===== src/rtl/ipdc_host_ctrl.sv =====
// ipdc_host_ctrl: host-side initiator for the ipdc op/in/out handshakes.
// It takes one upstream command, waits for ipdc op_ready, and issues the op.
// A LOAD op streams N_PIX pixels from a synchronous ROM through a two-entry
// skid buffer. Any other op collects ipdc result beats until op_ready returns.
// Optional feature macro: IPDC_HOST_CHKSUM_EN puts a running XOR of the
// current op's result beats on o_chksum. Without the macro, o_chksum is 0.
module ipdc_host_ctrl #(
    parameter int N_PIX   = 256,
    parameter int DW      = 24,
    parameter int TIMEOUT = 4096
) (
    input  logic          i_clk,
    input  logic          i_rst,
    input  logic          i_cmd_valid,
    input  logic [3:0]    i_cmd_mode,
    output logic          o_cmd_ready,
    output logic [7:0]    o_pix_addr,
    input  logic [DW-1:0] i_pix_data,
    input  logic          i_op_ready,
    output logic          o_op_valid,
    output logic [3:0]    o_op_mode,
    output logic          o_in_valid,
    output logic [DW-1:0] o_in_data,
    input  logic          i_in_ready,
    input  logic          i_out_valid,
    input  logic [DW-1:0] i_out_data,
    output logic          o_res_valid,
    output logic [DW-1:0] o_res_data,
    output logic          o_done,
    output logic [10:0]   o_out_cnt,
    output logic          o_err,
    output logic [DW-1:0] o_chksum
);
    localparam int CW = $clog2(N_PIX + 1);
    localparam int TW = $clog2(TIMEOUT);
    localparam logic [CW-1:0] NPIX_C    = CW'(N_PIX);
    localparam logic [CW-1:0] LAST_BEAT = CW'(N_PIX - 1);
    localparam logic [CW-1:0] ONE_C     = CW'(1);
    localparam logic [TW-1:0] TMO_MAX   = TW'(TIMEOUT - 1);
    localparam logic [TW-1:0] TMO_ONE   = TW'(1);
    localparam logic [3:0]    MODE_LOAD = 4'b0000;
    localparam logic [10:0]   CNT_MAX   = 11'd2047;

    typedef enum logic [2:0] {
        S_IDLE     = 3'd0,
        S_WAIT_RDY = 3'd1,
        S_ISSUE    = 3'd2,
        S_LOAD     = 3'd3,
        S_DRAIN    = 3'd4,
        S_DONE     = 3'd5
    } state_t;

    state_t        state_q;
    logic [3:0]    mode_q;
    logic          cmd_ready_q;
    logic          op_valid_q;
    logic [3:0]    op_mode_q;
    logic          in_valid_q;
    logic [DW-1:0] in_data_q;
    logic          skid_valid_q;
    logic [DW-1:0] skid_data_q;
    logic          rom_vld_q;
    logic [7:0]    pix_addr_q;
    logic [CW-1:0] issued_q;
    logic [CW-1:0] acc_q;
    logic [TW-1:0] tmo_q;
    logic          res_valid_q;
    logic [DW-1:0] res_data_q;
    logic [10:0]   out_cnt_q;
    logic          done_q;
    logic          err_q;
`ifdef IPDC_HOST_CHKSUM_EN
    logic [DW-1:0] chksum_q;
`endif

    logic          pop_s;
    logic [1:0]    held_s;
    logic          load_phase_s;
    logic          rd_fire_s;
    logic          in_valid_d;
    logic [DW-1:0] in_data_d;
    logic          skid_valid_d;
    logic [DW-1:0] skid_data_d;

    // Skid buffer next-state and ROM read credit: a read fires only when the
    // buffer can absorb its data even if the sink stalls the next cycle.
    always_comb begin
        pop_s        = in_valid_q & i_in_ready;
        held_s       = {1'b0, in_valid_q} + {1'b0, skid_valid_q} - {1'b0, pop_s};
        load_phase_s = (state_q == S_LOAD) || ((state_q == S_ISSUE) && (mode_q == MODE_LOAD));
        rd_fire_s    = load_phase_s && (issued_q < NPIX_C) &&
                       ((held_s + {1'b0, rom_vld_q}) < 2'd2);
        in_valid_d   = in_valid_q;
        in_data_d    = in_data_q;
        skid_valid_d = skid_valid_q;
        skid_data_d  = skid_data_q;
        if (pop_s) begin
            if (skid_valid_q) begin
                in_valid_d = 1'b1;
                in_data_d  = skid_data_q;
                if (rom_vld_q) begin
                    skid_valid_d = 1'b1;
                    skid_data_d  = i_pix_data;
                end else begin
                    skid_valid_d = 1'b0;
                end
            end else if (rom_vld_q) begin
                in_valid_d   = 1'b1;
                in_data_d    = i_pix_data;
                skid_valid_d = 1'b0;
            end else begin
                in_valid_d   = 1'b0;
                skid_valid_d = 1'b0;
            end
        end else if (!in_valid_q) begin
            if (rom_vld_q) begin
                in_valid_d = 1'b1;
                in_data_d  = i_pix_data;
            end else begin
                in_valid_d = 1'b0;
            end
        end else if (rom_vld_q) begin
            skid_valid_d = 1'b1;
            skid_data_d  = i_pix_data;
        end else begin
            skid_valid_d = skid_valid_q;
        end
    end

    // Control FSM, LOAD streaming, DRAIN capture and all registered outputs
    always_ff @(posedge i_clk) begin
        if (i_rst) begin
            state_q      <= S_IDLE;
            mode_q       <= 4'b0000;
            cmd_ready_q  <= 1'b1;
            op_valid_q   <= 1'b0;
            op_mode_q    <= 4'b0000;
            in_valid_q   <= 1'b0;
            in_data_q    <= {DW{1'b0}};
            skid_valid_q <= 1'b0;
            skid_data_q  <= {DW{1'b0}};
            rom_vld_q    <= 1'b0;
            pix_addr_q   <= 8'd0;
            issued_q     <= {CW{1'b0}};
            acc_q        <= {CW{1'b0}};
            tmo_q        <= {TW{1'b0}};
            res_valid_q  <= 1'b0;
            res_data_q   <= {DW{1'b0}};
            out_cnt_q    <= 11'd0;
            done_q       <= 1'b0;
            err_q        <= 1'b0;
`ifdef IPDC_HOST_CHKSUM_EN
            chksum_q     <= {DW{1'b0}};
`endif
        end else begin
            op_valid_q   <= 1'b0;
            done_q       <= 1'b0;
            err_q        <= 1'b0;
            res_valid_q  <= 1'b0;
            in_valid_q   <= in_valid_d;
            in_data_q    <= in_data_d;
            skid_valid_q <= skid_valid_d;
            skid_data_q  <= skid_data_d;
            rom_vld_q    <= rd_fire_s;
            if (rd_fire_s) begin
                pix_addr_q <= pix_addr_q + 8'd1;
                issued_q   <= issued_q + ONE_C;
            end else begin
                pix_addr_q <= pix_addr_q;
            end
            case (state_q)
                S_IDLE: begin
                    if (i_cmd_valid && cmd_ready_q) begin
                        mode_q      <= i_cmd_mode;
                        out_cnt_q   <= 11'd0;
                        tmo_q       <= {TW{1'b0}};
                        pix_addr_q  <= 8'd0;
                        issued_q    <= {CW{1'b0}};
                        acc_q       <= {CW{1'b0}};
                        cmd_ready_q <= 1'b0;
                        state_q     <= S_WAIT_RDY;
`ifdef IPDC_HOST_CHKSUM_EN
                        chksum_q    <= {DW{1'b0}};
`endif
                    end else begin
                        cmd_ready_q <= 1'b1;
                    end
                end
                S_WAIT_RDY: begin
                    if (i_op_ready) begin
                        op_valid_q <= 1'b1;
                        op_mode_q  <= mode_q;
                        tmo_q      <= {TW{1'b0}};
                        state_q    <= S_ISSUE;
                    end else if (tmo_q == TMO_MAX) begin
                        err_q       <= 1'b1;
                        cmd_ready_q <= 1'b1;
                        state_q     <= S_IDLE;
                    end else begin
                        tmo_q <= tmo_q + TMO_ONE;
                    end
                end
                S_ISSUE: begin
                    tmo_q <= {TW{1'b0}};
                    if (mode_q == MODE_LOAD) begin
                        state_q <= S_LOAD;
                    end else begin
                        state_q <= S_DRAIN;
                    end
                end
                S_LOAD: begin
                    if (pop_s) begin
                        acc_q <= acc_q + ONE_C;
                        if (acc_q == LAST_BEAT) begin
                            done_q  <= 1'b1;
                            state_q <= S_DONE;
                        end else begin
                            state_q <= S_LOAD;
                        end
                    end else begin
                        state_q <= S_LOAD;
                    end
                end
                S_DRAIN: begin
                    if (i_out_valid) begin
                        res_valid_q <= 1'b1;
                        res_data_q  <= i_out_data;
`ifdef IPDC_HOST_CHKSUM_EN
                        chksum_q    <= chksum_q ^ i_out_data;
`endif
                        if (out_cnt_q != CNT_MAX) begin
                            out_cnt_q <= out_cnt_q + 11'd1;
                        end else begin
                            out_cnt_q <= out_cnt_q;
                        end
                    end else begin
                        res_data_q <= res_data_q;
                    end
                    if (i_op_ready) begin
                        done_q  <= 1'b1;
                        state_q <= S_DONE;
                    end else if (tmo_q == TMO_MAX) begin
                        err_q       <= 1'b1;
                        cmd_ready_q <= 1'b1;
                        state_q     <= S_IDLE;
                    end else begin
                        tmo_q <= tmo_q + TMO_ONE;
                    end
                end
                S_DONE: begin
                    cmd_ready_q <= 1'b1;
                    state_q     <= S_IDLE;
                end
                default: begin
                    cmd_ready_q <= 1'b1;
                    state_q     <= S_IDLE;
                end
            endcase
        end
    end

    assign o_cmd_ready = cmd_ready_q;
    assign o_pix_addr  = pix_addr_q;
    assign o_op_valid  = op_valid_q;
    assign o_op_mode   = op_mode_q;
    assign o_in_valid  = in_valid_q;
    assign o_in_data   = in_data_q;
    assign o_res_valid = res_valid_q;
    assign o_res_data  = res_data_q;
    assign o_done      = done_q;
    assign o_out_cnt   = out_cnt_q;
    assign o_err       = err_q;
`ifdef IPDC_HOST_CHKSUM_EN
    assign o_chksum    = chksum_q;
`else
    assign o_chksum    = {DW{1'b0}};
`endif

endmodule


===== config.mk =====
export PLATFORM = sky130hd
export DESIGN_NAME = ipdc_host_ctrl
export DESIGN_NICKNAME = d
export VERILOG_FILES = /design/src/rtl/ipdc_host_ctrl.sv
export SDC_FILE = /design/constraint.sdc
export NUM_CORES = 1
export LEC_CHECK = 0
export BUFFER_PORTS_ARGS = -buffer_cell sky130_fd_sc_hd__buf_2
export CAP_MARGIN = 20
export CELL_PAD_IN_SITES_DETAIL_PLACEMENT = 1
export CELL_PAD_IN_SITES_GLOBAL_PLACEMENT = 1
export CORE_MARGIN = 10
export CORE_UTILIZATION = 42
export DETAILED_ROUTE_END_ITERATION = 8
export GPL_ROUTABILITY_DRIVEN = 0
export PLACE_DENSITY_LB_ADDON = 0.1
export SETUP_SLACK_MARGIN = 0.15
export SYNTH_ARGS = -nofsm -noshare
export SYNTH_HDL_FRONTEND = slang
export SYNTH_SLANG_ARGS = --single-unit

===== constraint.sdc =====
create_clock -name i_clk -period 6.44 [get_ports i_clk]
set_input_delay 0.322 -clock i_clk [delete_from_list [all_inputs] [get_ports i_clk]]
set_output_delay 0.322 -clock i_clk [all_outputs]
set_load 0.05 [all_outputs]

=== After elaboration in Yosys (flattened, before gate mapping) ===
Index checks and enable logic that the tools add are counted.

* Input bits: 58
* Memory bits (read-only): 0
* Memories kept: 0
* Latch bits: 0
* Bits in writable memories: 0
* Bits in registers: 140

* Equality and inequality tests: 16
* $mul: 0
* Add/sub/neg operators: 8
* Divide/modulo/power cells: 0
* Bitwise gates (word level): 5
* Reductions and logical operators: 26
* Muxes and demuxes: 52
* Shift-type cells: 0
* Order comparisons: 2

{| class="wikitable"
|+ Operators by type and width
! cell !! number
|-
| 2-to-1 mux 24 bit || 8
|-
| 2-to-1 mux 12 bit || 4
|-
| case mux 12 bit (4 select lines) || 1
|-
| 2-to-1 mux 9 bit || 5
|-
| 2-to-1 mux 11 bit || 3
|-
| 2-to-1 mux 8 bit || 3
|-
| case mux 11 bit (2 select lines) || 1
|-
| 2-to-1 mux 3 bit || 7
|-
| adder 9 x 1 -> 9 bit (second input constant) || 2
|-
| case mux 9 bit (2 select lines) || 1
|-
| 2-to-1 mux 1 bit || 16
|-
| case mux 3 bit (5 select lines) || 1
|-
| != test 2 bit (second input constant) || 7
|-
| adder 12 x 1 -> 12 bit (second input constant) || 1
|-
| == test 12 bit (second input constant) || 1
|-
| adder 11 x 1 -> 11 bit (second input constant) || 1
|-
| != test 11 bit (second input constant) || 1
|-
| AND reduction 2 bit || 5
|-
| == test 9 x 8 -> 1 bit (second input constant) || 1
|-
| less-than comparator 9 bit (second input constant) || 1
|-
| AND reduction 3 bit || 3
|-
| adder 8 x 1 -> 8 bit (second input constant) || 1
|-
| nonzero test 2 bit || 4
|-
| OR reduction 2 bit || 4
|-
| 19 further kinds || 27
|}

=== Depth between registers and ports, before layout ===
Gate-level depths: netlist (run 1).

* Depth after elaboration: 8
* Depth in mapped cells: 12
* Depth with buffers taken out: 10

=== Worst setup path before layout (run 1) ===
No wires, ideal clock.

* Path type: register to register
* From: reg in_valid_q (netlist: o_in_valid)
* To: reg issued_q[8]
* Stages on the path, launching flop included: 13
* Setup slack: 3.681 ns
* Clock period less this slack: 2.759 ns
* Buffers on the path: 2
* Data arrival time: 2.632 ns
* Required time: 6.312 ns
* Cells stage by stage: dfxtp_1 buf_2 nand2_1 inv_1 ha_1 inv_1 ha_1 a21oi_1 xnor2_1 buf_2 nor3_1 a41oi_1 nor2_1

* Word-level cells in the longest chain between the ends: 8
* Elaborated cells between the ends (all ways): 9

{| class="wikitable"
|+ Ends and longest elaborated chain
! what !! RTL line !! RTL
|-
| from (decl) || 58 || <nowiki>logic in_valid_q;</nowiki>
|-
| from (signal assigned) || 160 || <nowiki>in_valid_q <= in_valid_d;</nowiki>
|-
| adder 1 x 1 -> 2 bit or bitwise AND 1 bit (tied branches) || 89, 88 ||
|-
| subtractor 2 x 1 -> 2 bit (*) || 89 || <nowiki>held_s = {1'b0, in_valid_q} + {1'b0, skid_valid_q} - {1'b0, pop_s};</nowiki>
|-
| adder 2 x 1 -> 2 bit (*) || 92 || <nowiki>((held_s + {1'b0, rom_vld_q}) < 2'd2);</nowiki>
|-
| less-than comparator 2 bit (*) || 92 ||
|-
| logical AND 1 bit (*) || 91 || <nowiki>rd_fire_s = load_phase_s && (issued_q < NPIX_C) &&</nowiki>
|-
| 2-to-1 mux 9 bit (*) || 165 || <nowiki>if (rd_fire_s) begin</nowiki>
|-
| 2-to-1 mux 9 bit || 173 || <nowiki>if (i_cmd_valid && cmd_ready_q) begin</nowiki>
|-
| 2-to-1 mux 9 bit (*) || 171 || <nowiki>case (state_q)</nowiki>
|-
| to (signal assigned) || 144 || <nowiki>issued_q <= {CW{1'b0}};</nowiki>
|-
| to (signal assigned) || 167 || <nowiki>issued_q <= issued_q + ONE_C;</nowiki>
|-
| to (signal assigned) || 178 || <nowiki>issued_q <= {CW{1'b0}};</nowiki>
|-
| to (decl) || 64 || <nowiki>logic [CW-1:0] issued_q;</nowiki>
|}

Mark *: on every way between the ends. The rest lies on a longest branch, timed or not.
A chain may end at the register's enable or synchronous reset.

=== Worst setup path in the final report (run 1) ===
* From: reg rom_vld_q
* To: reg issued_q[3]

* Word-level cells in the longest chain between the ends: 6

{| class="wikitable"
|+ Ends and longest elaborated chain
! what !! RTL line !! RTL
|-
| from (decl) || 62 || <nowiki>logic rom_vld_q;</nowiki>
|-
| from (signal assigned) || 164 || <nowiki>rom_vld_q <= rd_fire_s;</nowiki>
|-
| adder 2 x 1 -> 2 bit (*) || 92 ||
|-
| less-than comparator 2 bit (*) || 92 ||
|-
| logical AND 1 bit (*) || 91 ||
|-
| 2-to-1 mux 9 bit (*) || 165 ||
|-
| 2-to-1 mux 9 bit || 173 ||
|-
| 2-to-1 mux 9 bit (*) || 171 ||
|}

Marks and branches as above.

==> flow_summary.json, run 1 <==
{
  "status": "finished, final reports clean",
  "p_leak_uw": 0.002992,
  "clk_pin_slew_ps": 60,
  "worst_path_max_delay_cell": "dfxtp_1",
  "start_kind": "register",
  "r2r_cells": 7,
  "power_switching_share": 0.2438,
  "wire_per_inst_um": 17.08,
  "ys_ff_latch": 140,
  "skew_ps": 7.054,
  "track_usage": 0.1824,
  "drv_slew": 0,
  "fin_crit_ps": 2649,
  "cp_top_family": "flip-flops",
  "cts_tree": "yes",
  "wl_met2_um": 9469,
  "max_freq_mhz": 377.6,
  "whs_endpoint": "o_res_data[11]",
  "overflow": 0,
  "power.switching_uw": 510.0,
  "dr_wl_met3_um": 1037,
  "holdPathStages": 3,
  "cts_max_level": 4,
  "post_cts_buffers": 0,
  "chipWidth_um": 142.5,
  "post_cts_resized": 0,
  "avgSynthCellArea_um2": 8.055,
  "root_buffer": "clkbuf_16",
  "num_vias": 5721,
  "yosysWarnings": 0,
  "max_cap_viol_count": 0,
  "finalSetupViolations": 0,
  "rr_startpoint": "rom_vld_q",
  "power.share.clock": 0.488,
  "drt_pass1_iterations": 4,
  "clock_sinks": 140,
  "dp_cells": 1060,
  "core-area_um2": 14640,
  "antenna_left": 0,
  "syn_area_um2": 6307,
  "port_buffers": 134,
  "multiInputGateArea_um2": 3181,
  "routed_via_density": 5.239,
  "comb_power_share": 0.086,
  "max_stage_delay_ps": 1080,
  "synthCells": 783,
  "relSlewSlack": 0.2301,
  "syn2layout_area_growth_pct": 20.27,
  "post-route-period-util": 0.4113,
  "async_flop_share": 0,
  "cp_common_cell": "xnor2_1",
  "die_y_um": 142.5,
  "fp.dieArea_um2": 20320,
  "crit_chain": "ha_1 > a21oi_1 > xnor2_1 > buf_4 > nor4_1 > xnor2_1 > nor2_1",
  "routed_wirelength_um": 18650,
  "seqPwrFrac": 0.426,
  "grt_pass1_wl_um": 30420,
  "powerDensity_nw_per_um2": 275.8,
  "drt-met1-wl_um": 7932,
  "fin_util": 0.5180,
  "holdWs_ps": 138.9,
  "highest_layer": "met5",
  "power.total_uw": 2092,
  "holdBufCountCts": 0,
  "totalNegativeSetupSlack_ps": 0,
  "dominantRegCellSynth": "dfxtp_1",
  "cts_buffers": 17,
  "ys_seq_area_frac": 0.4444,
  "antenna_found_initial": 1,
  "rows": 44,
  "rsz0062_at_grt": "false",
  "grt_pass1_vias": 6041,
  "hp-class": "primary input to register",
  "fill_cells": 1822,
  "yosysUniqueCellTypes": 59,
  "fin_cells": 1092,
  "num_io_pins": 159,
  "tightest_slew_ps": 1153,
  "drt_iter0_markers": 216,
  "crit_type": "register to register",
  "cp-end-kind": "register",
  "drive_gt1_frac": 0.2216,
  "path_buf_inv": 1,
  "path_max_fanout": 31,
  "drcViolationCount": 0,
  "final_hold_viol_count": 0,
  "grt_max_degree": 96,
  "regArea_um2": 2803,
  "r2r-end": "issued_q[3]",
  "cp.required_ps": 6730,
  "min-delay-start": "i_out_data[11]",
  "ff2ff_setup_slack_ps": 3790,
  "synth_edf_count": 0,
  "vdd_ir_drop_max_v": 0.0002011,
  "clockBufferDepth": 2,
  "nNetsFinal": 961,
  "start_util": 0.4307,
  "cp.arrival_ps": 2940,
  "p_int_uw": 1582,
  "hpwl_um": 13100,
  "insertion_delay_ps": 420
}
## worst max-delay path by stage
stage | startpoint | to | slack [ps] | cells past startpoint
3_3_place_gp | rom_vld_q | issued_q[1] | 3900 | 7
2_1_floorplan | o_in_valid | issued_q[8] | 3680 | 12
6_report | rom_vld_q | issued_q[3] | 3790 | 7
4_1_cts | rom_vld_q | issued_q[3] | 3790 | 7
3_5_place_dp | rom_vld_q | issued_q[7] | 3780 | 7
5_1_grt | rom_vld_q | skid_data_q[4] | 3610 | 3
## power by group through the flow
stage | clock [uW] | combinational, uW | sequential [uW]
floorplan | 0 | 130 | 922
global placement | 0 | 175 | 909
detailed placement | 0 | 180 | 911
CTS | 1040 | 181 | 892
global route | 1080 | 196 | 893
finish | 1020 | 180 | 892
## area by class of cell
| class | count | area share |
|---|---|---|
| multi-input combinational | 584 | 0.4193 |
| sequential | 140 | 0.3695 |
| timing repair buffer | 139 | 0.09335 |
| clock inverter | 6 | 0.01418 |
| antenna | 1 | 0.0003299 |
| inverter | 13 | 0.006432 |
| clock buffer | 25 | 0.06663 |
| tap | 184 | 0.03035 |
## logic make-up (layout without fill, tap and decap cells)
logic type | Yosys count | in the layout | share of synthesized area
AO/OA/AOI/OAI | 150 | 150 | 0.1349
flip-flops | 140 | 140 | 0.4444
multiplexers | 6 | 6 | 0.009522
other | 1 | 25 | 0.0005945
XOR/XNOR | 36 | 36 | 0.04999
AND/OR/NAND/NOR | 360 | 360 | 0.2791
adder cells (fa/ha/maj) | 8 | 8 | 0.01587
buffers and inverters | 82 | 183 | 0.06566
## through the flow
stage,instance area [um^2],worst slack (ps)
2_1_floorplan,6394,3681
3_3_place_gp,6970,3904
6_report,7586,3791
5_1_grt,7584,3610
4_1_cts,7584,3791
3_5_place_dp,6970,3784
## layout by cell type (no fill, tap or decap), drive strengths merged, types with 2 or more instances in the layout
cell and count:
a2111oi 2, a211oi 2, a21o 2, a21oi 118
a41oi 3, and3 11, buf 139, bufinv 3
clkbuf 25, clkinv 2, conb 24, dfxtp 140
ha 8, inv 13, mux2i 6, nand2 145
nand2b 7, nand3 48, nand3b 3, nand4 9
nor2 89, nor2b 2, nor3 12, nor3b 2
nor4 17, nor4b 2, o21a 3, o21ai 9
o22ai 2, o31ai 2, or2 7, or3 2
xnor2 28, xor2 8
## cells in the mapped netlist, types with 2 or more instances
| library cell | number | area, um^2 |
|---|---|---|
| nand2_1 | 145 | 544.3 |
| dfxtp_1 | 140 | 2803 |
| a21oi_1 | 118 | 590.6 |
| nor2_1 | 88 | 330.3 |
| nand3_1 | 48 | 240.2 |
| clkbuf_1 | 35 | 131.4 |
| xnor2_1 | 28 | 245.2 |
| buf_4 | 24 | 180.2 |
| inv_1 | 13 | 48.80 |
| nor4_2 | 12 | 150.1 |
| and3_1 | 11 | 68.82 |
| ha_1 | 8 | 100.1 |
| nand4_1 | 8 | 50.05 |
| xor2_1 | 8 | 70.07 |
| buf_2 | 7 | 35.03 |
| nand2b_1 | 7 | 43.79 |
| nor3_1 | 7 | 35.03 |
| mux2i_1 | 6 | 60.06 |
| o21ai_0 | 6 | 30.03 |
| nor4_1 | 4 | 25.02 |
| or2_2 | 4 | 25.02 |
| a41oi_1 | 3 | 26.28 |
| nand3b_1 | 3 | 22.52 |
| nor3_2 | 3 | 30.03 |
| o21a_1 | 3 | 22.52 |
| o21ai_1 | 3 | 15.01 |
| or2_1 | 3 | 18.77 |
| a21o_1 | 2 | 15.01 |
| buf_1 | 2 | 7.510 |
| nor2b_1 | 2 | 12.51 |
| nor3_4 | 2 | 32.53 |
| o31ai_1 | 2 | 15.01 |
| or3_1 | 2 | 12.51 |
## sequential cells by signal, indices dropped and copies added, names as in the netlist, 3 cells and up
register and flops:
tmo_q 12, o_out_cnt 11, o_in_data 24, skid_data_q 24, issued_q 9, mode_q 4, o_pix_addr 8, o_res_data 24
state_q 3, o_op_mode 4, acc_q 9
## layer usage
metal / GRT usage / up-vias
li1: - / 2832
met1: 0.2061 / 2752
met2: 0.3194 / 117
met3: 0.06342 / 18
met4: 0.04886 / 2
met5: 0 / -
## worst min-delay path: stages
cell and delay [ps]:
buf_2 90, nand2_1 40, a21oi_1 50
Power figures use the tool's default switching activity.
==> run 2, diff against run 1 <==
- CORE_UTILIZATION: 42 -> 35
- clock period: 6.44 -> 2.3 ns (I/O delays scaled with it)
==> run 2 against run 1 <==
  * Routed wire length is 11% higher
  * Sequential power grew to 2.8 times the previous value
  * Clock power grew to 3.1 times the previous value
  * Largest power group unchanged
  * First-iteration DRC count is 31% higher
  * Critical path depth is 3 higher
  * Critical endpoint is now o_pix_addr[1]
  * Final cell count is 11% higher
==> flow_summary.json, run 2 (synthesis gave the netlist of run 1 again) <==
{
  "drcViolationCount": 0,
  "path_max_fanout": 6,
  "die_y_um": 154.2,
  "vdd_ir_drop_max_v": 0.0007115,
  "totalNegativeSetupSlack_ps": 0,
  "fp.dieArea_um2": 23790,
  "final_hold_viol_count": 0,
  "max_cap_viol_count": 0,
  "core-area_um2": 17840,
  "wire_per_inst_um": 17.04,
  "post-route-period-util": 0.9011,
  "start_kind": "register",
  "drv_slew": 0,
  "min-delay-start": "i_rst",
  "antenna_found_initial": 1,
  "cts_buffers": 17,
  "crit_type": "register to register",
  "p_leak_uw": 0.003383,
  "finalSetupViolations": 0,
  "nNetsFinal": 1033,
  "cts_max_level": 4,
  "rr_startpoint": "o_in_valid",
  "cp.required_ps": 2610,
  "syn2layout_area_growth_pct": 36.46,
  "cp-startpoint": "o_in_valid",
  "antenna_left": 0,
  "grt_pass1_wl_um": 34150,
  "max_freq_mhz": 482.5,
  "grt_pass1_vias": 6683,
  "routed_via_density": 5.040,
  "hp-class": "primary input to register",
  "port_buffers": 134,
  "track_usage": 0.1724,
  "cp.arrival_ps": 2390,
  "powerDensity_nw_per_um2": 728.6,
  "num_io_pins": 159,
  "drt_iter0_markers": 283,
  "status": "finished, final reports clean",
  "start_util": 0.3535,
  "tightest_slew_ps": 547.1,
  "chipWidth_um": 154.2,
  "insertion_delay_ps": 420,
  "routed_wirelength_um": 20620,
  "fill_cells": 2154,
  "overflow": 0,
  "num_vias": 6098,
  "rsz0062_at_grt": "true",
  "relSlewSlack": 0.6339,
  "grt_max_degree": 95,
  "layout_common_cells": "nand2_1 (144), dfxtp_1 (138), buf_2 (134), a21oi_1 (117), nor2_1 (88)",
  "cp-end-kind": "register",
  "rows": 49,
  "drt_pass1_iterations": 4,
  "clockBufferDepth": 2,
  "clock_sinks": 140,
  "skew_ps": 7.112,
  "hpwl_um": 14030,
  "setup_slack_ps": 227.5,
  "fin_crit_ps": 2073,
  "cts_tree": "yes",
  "dp_worst_setup_slack_ps": 48.28,
  "root_buffer": "clkbuf_16",
  "drive_gt1_frac": 0.2439,
  "clk_pin_slew_ps": 60,
  "final_common_cell": "nand2_1"
}
## run 2: cell count changes in the layout (fill, tap and decap cells not counted), moves of 3 or more
cell           previous run  this run
buf_4                     5        19
nor4_2                   12         8
nor4_4                    1         7
dlygate4sd3_1             0        52
clkbuf_1                  3         0
## run 2: worst max-delay path: stages, from the launching register on
cell and delay (ps):
dfxtp_4 350, nand2_4 70, inv_4 40, ha_4 250, inv_2 30, ha_4 210
a21oi_4 220, xnor2_4 150, nor3_4 340, mux2i_1 240, nor2_1 60
## run 2: report_power, final
| group | total [uW] | leakage [uW] | internal (uW) | switching, uW |
|---|---|---|---|---|
| registers | 2490 | 0.00113 | 2450 | 32.0 |
| logic | 626 | 0.00192 | 213 | 412 |
| clock network | 3160 | 0.000337 | 2100 | 1060 |
## run 2: stage by stage
stage / area (um^2) / utilization / instances / hold WS [ps] / total power, uW
final: 8607 / 0.4824 / 1210 / 78.97 / 6271
after detailed placement: 7307 / 0.4096 / 1121 / 362.4 / 3085
after floorplan: 6539 / - / 806 / 191.0 / 2952
after global placement: 7307 / 0.4096 / 1121 / 357.8 / 3073
after CTS: 8534 / 0.4784 / 1206 / 64.34 / 6335
after global routing: 8605 / 0.4823 / 1209 / 89.80 / 6525
## run 2: path summary, 6_finish.rpt
kind	end	slack (ps)	cells after the start
worst max-delay path	o_pix_addr[1]	230	10
worst min-delay path	o_cmd_ready	80	3
worst max register to register	o_pix_addr[1]	230	10
worst min register to register	o_res_data[19]	450	2
## run 2: cell type report
type / count / area, um^2 / area share
Clock buffer: 22 / 505.5 / 0.05873
Clock inverter: 10 / 181.4 / 0.02108
Sequential cell: 140 / 2810 / 0.3265
Tap cell: 229 / 286.5 / 0.03329
Multi-Input combinational cell: 585 / 3358 / 0.3902
Timing Repair Buffer: 210 / 1411 / 0.1640
Antenna cell: 1 / 2.502 / 0.0002907
Inverter: 13 / 51.30 / 0.005960
## run 2: layer usage
layer	GRT usage	share of wire
met5	0	0
met4	0.05263	0.020
met3	0.05047	0.042
met2	0.3134	0.53
met1	0.1881	0.41
## run 2: timing repair
| item | CTS | global route |
|---|---|---|
| hold endpoints to repair | 52 | 0 |
| gates cloned | 1 | 0 |
| setup buffers | 0 | 2 |
| gates resized for setup | 1 | 7 |
| hold buffers | 52 | 0 |
| pin swaps | 1 | 7 |
| setup endpoints to repair | 6 | 10 |
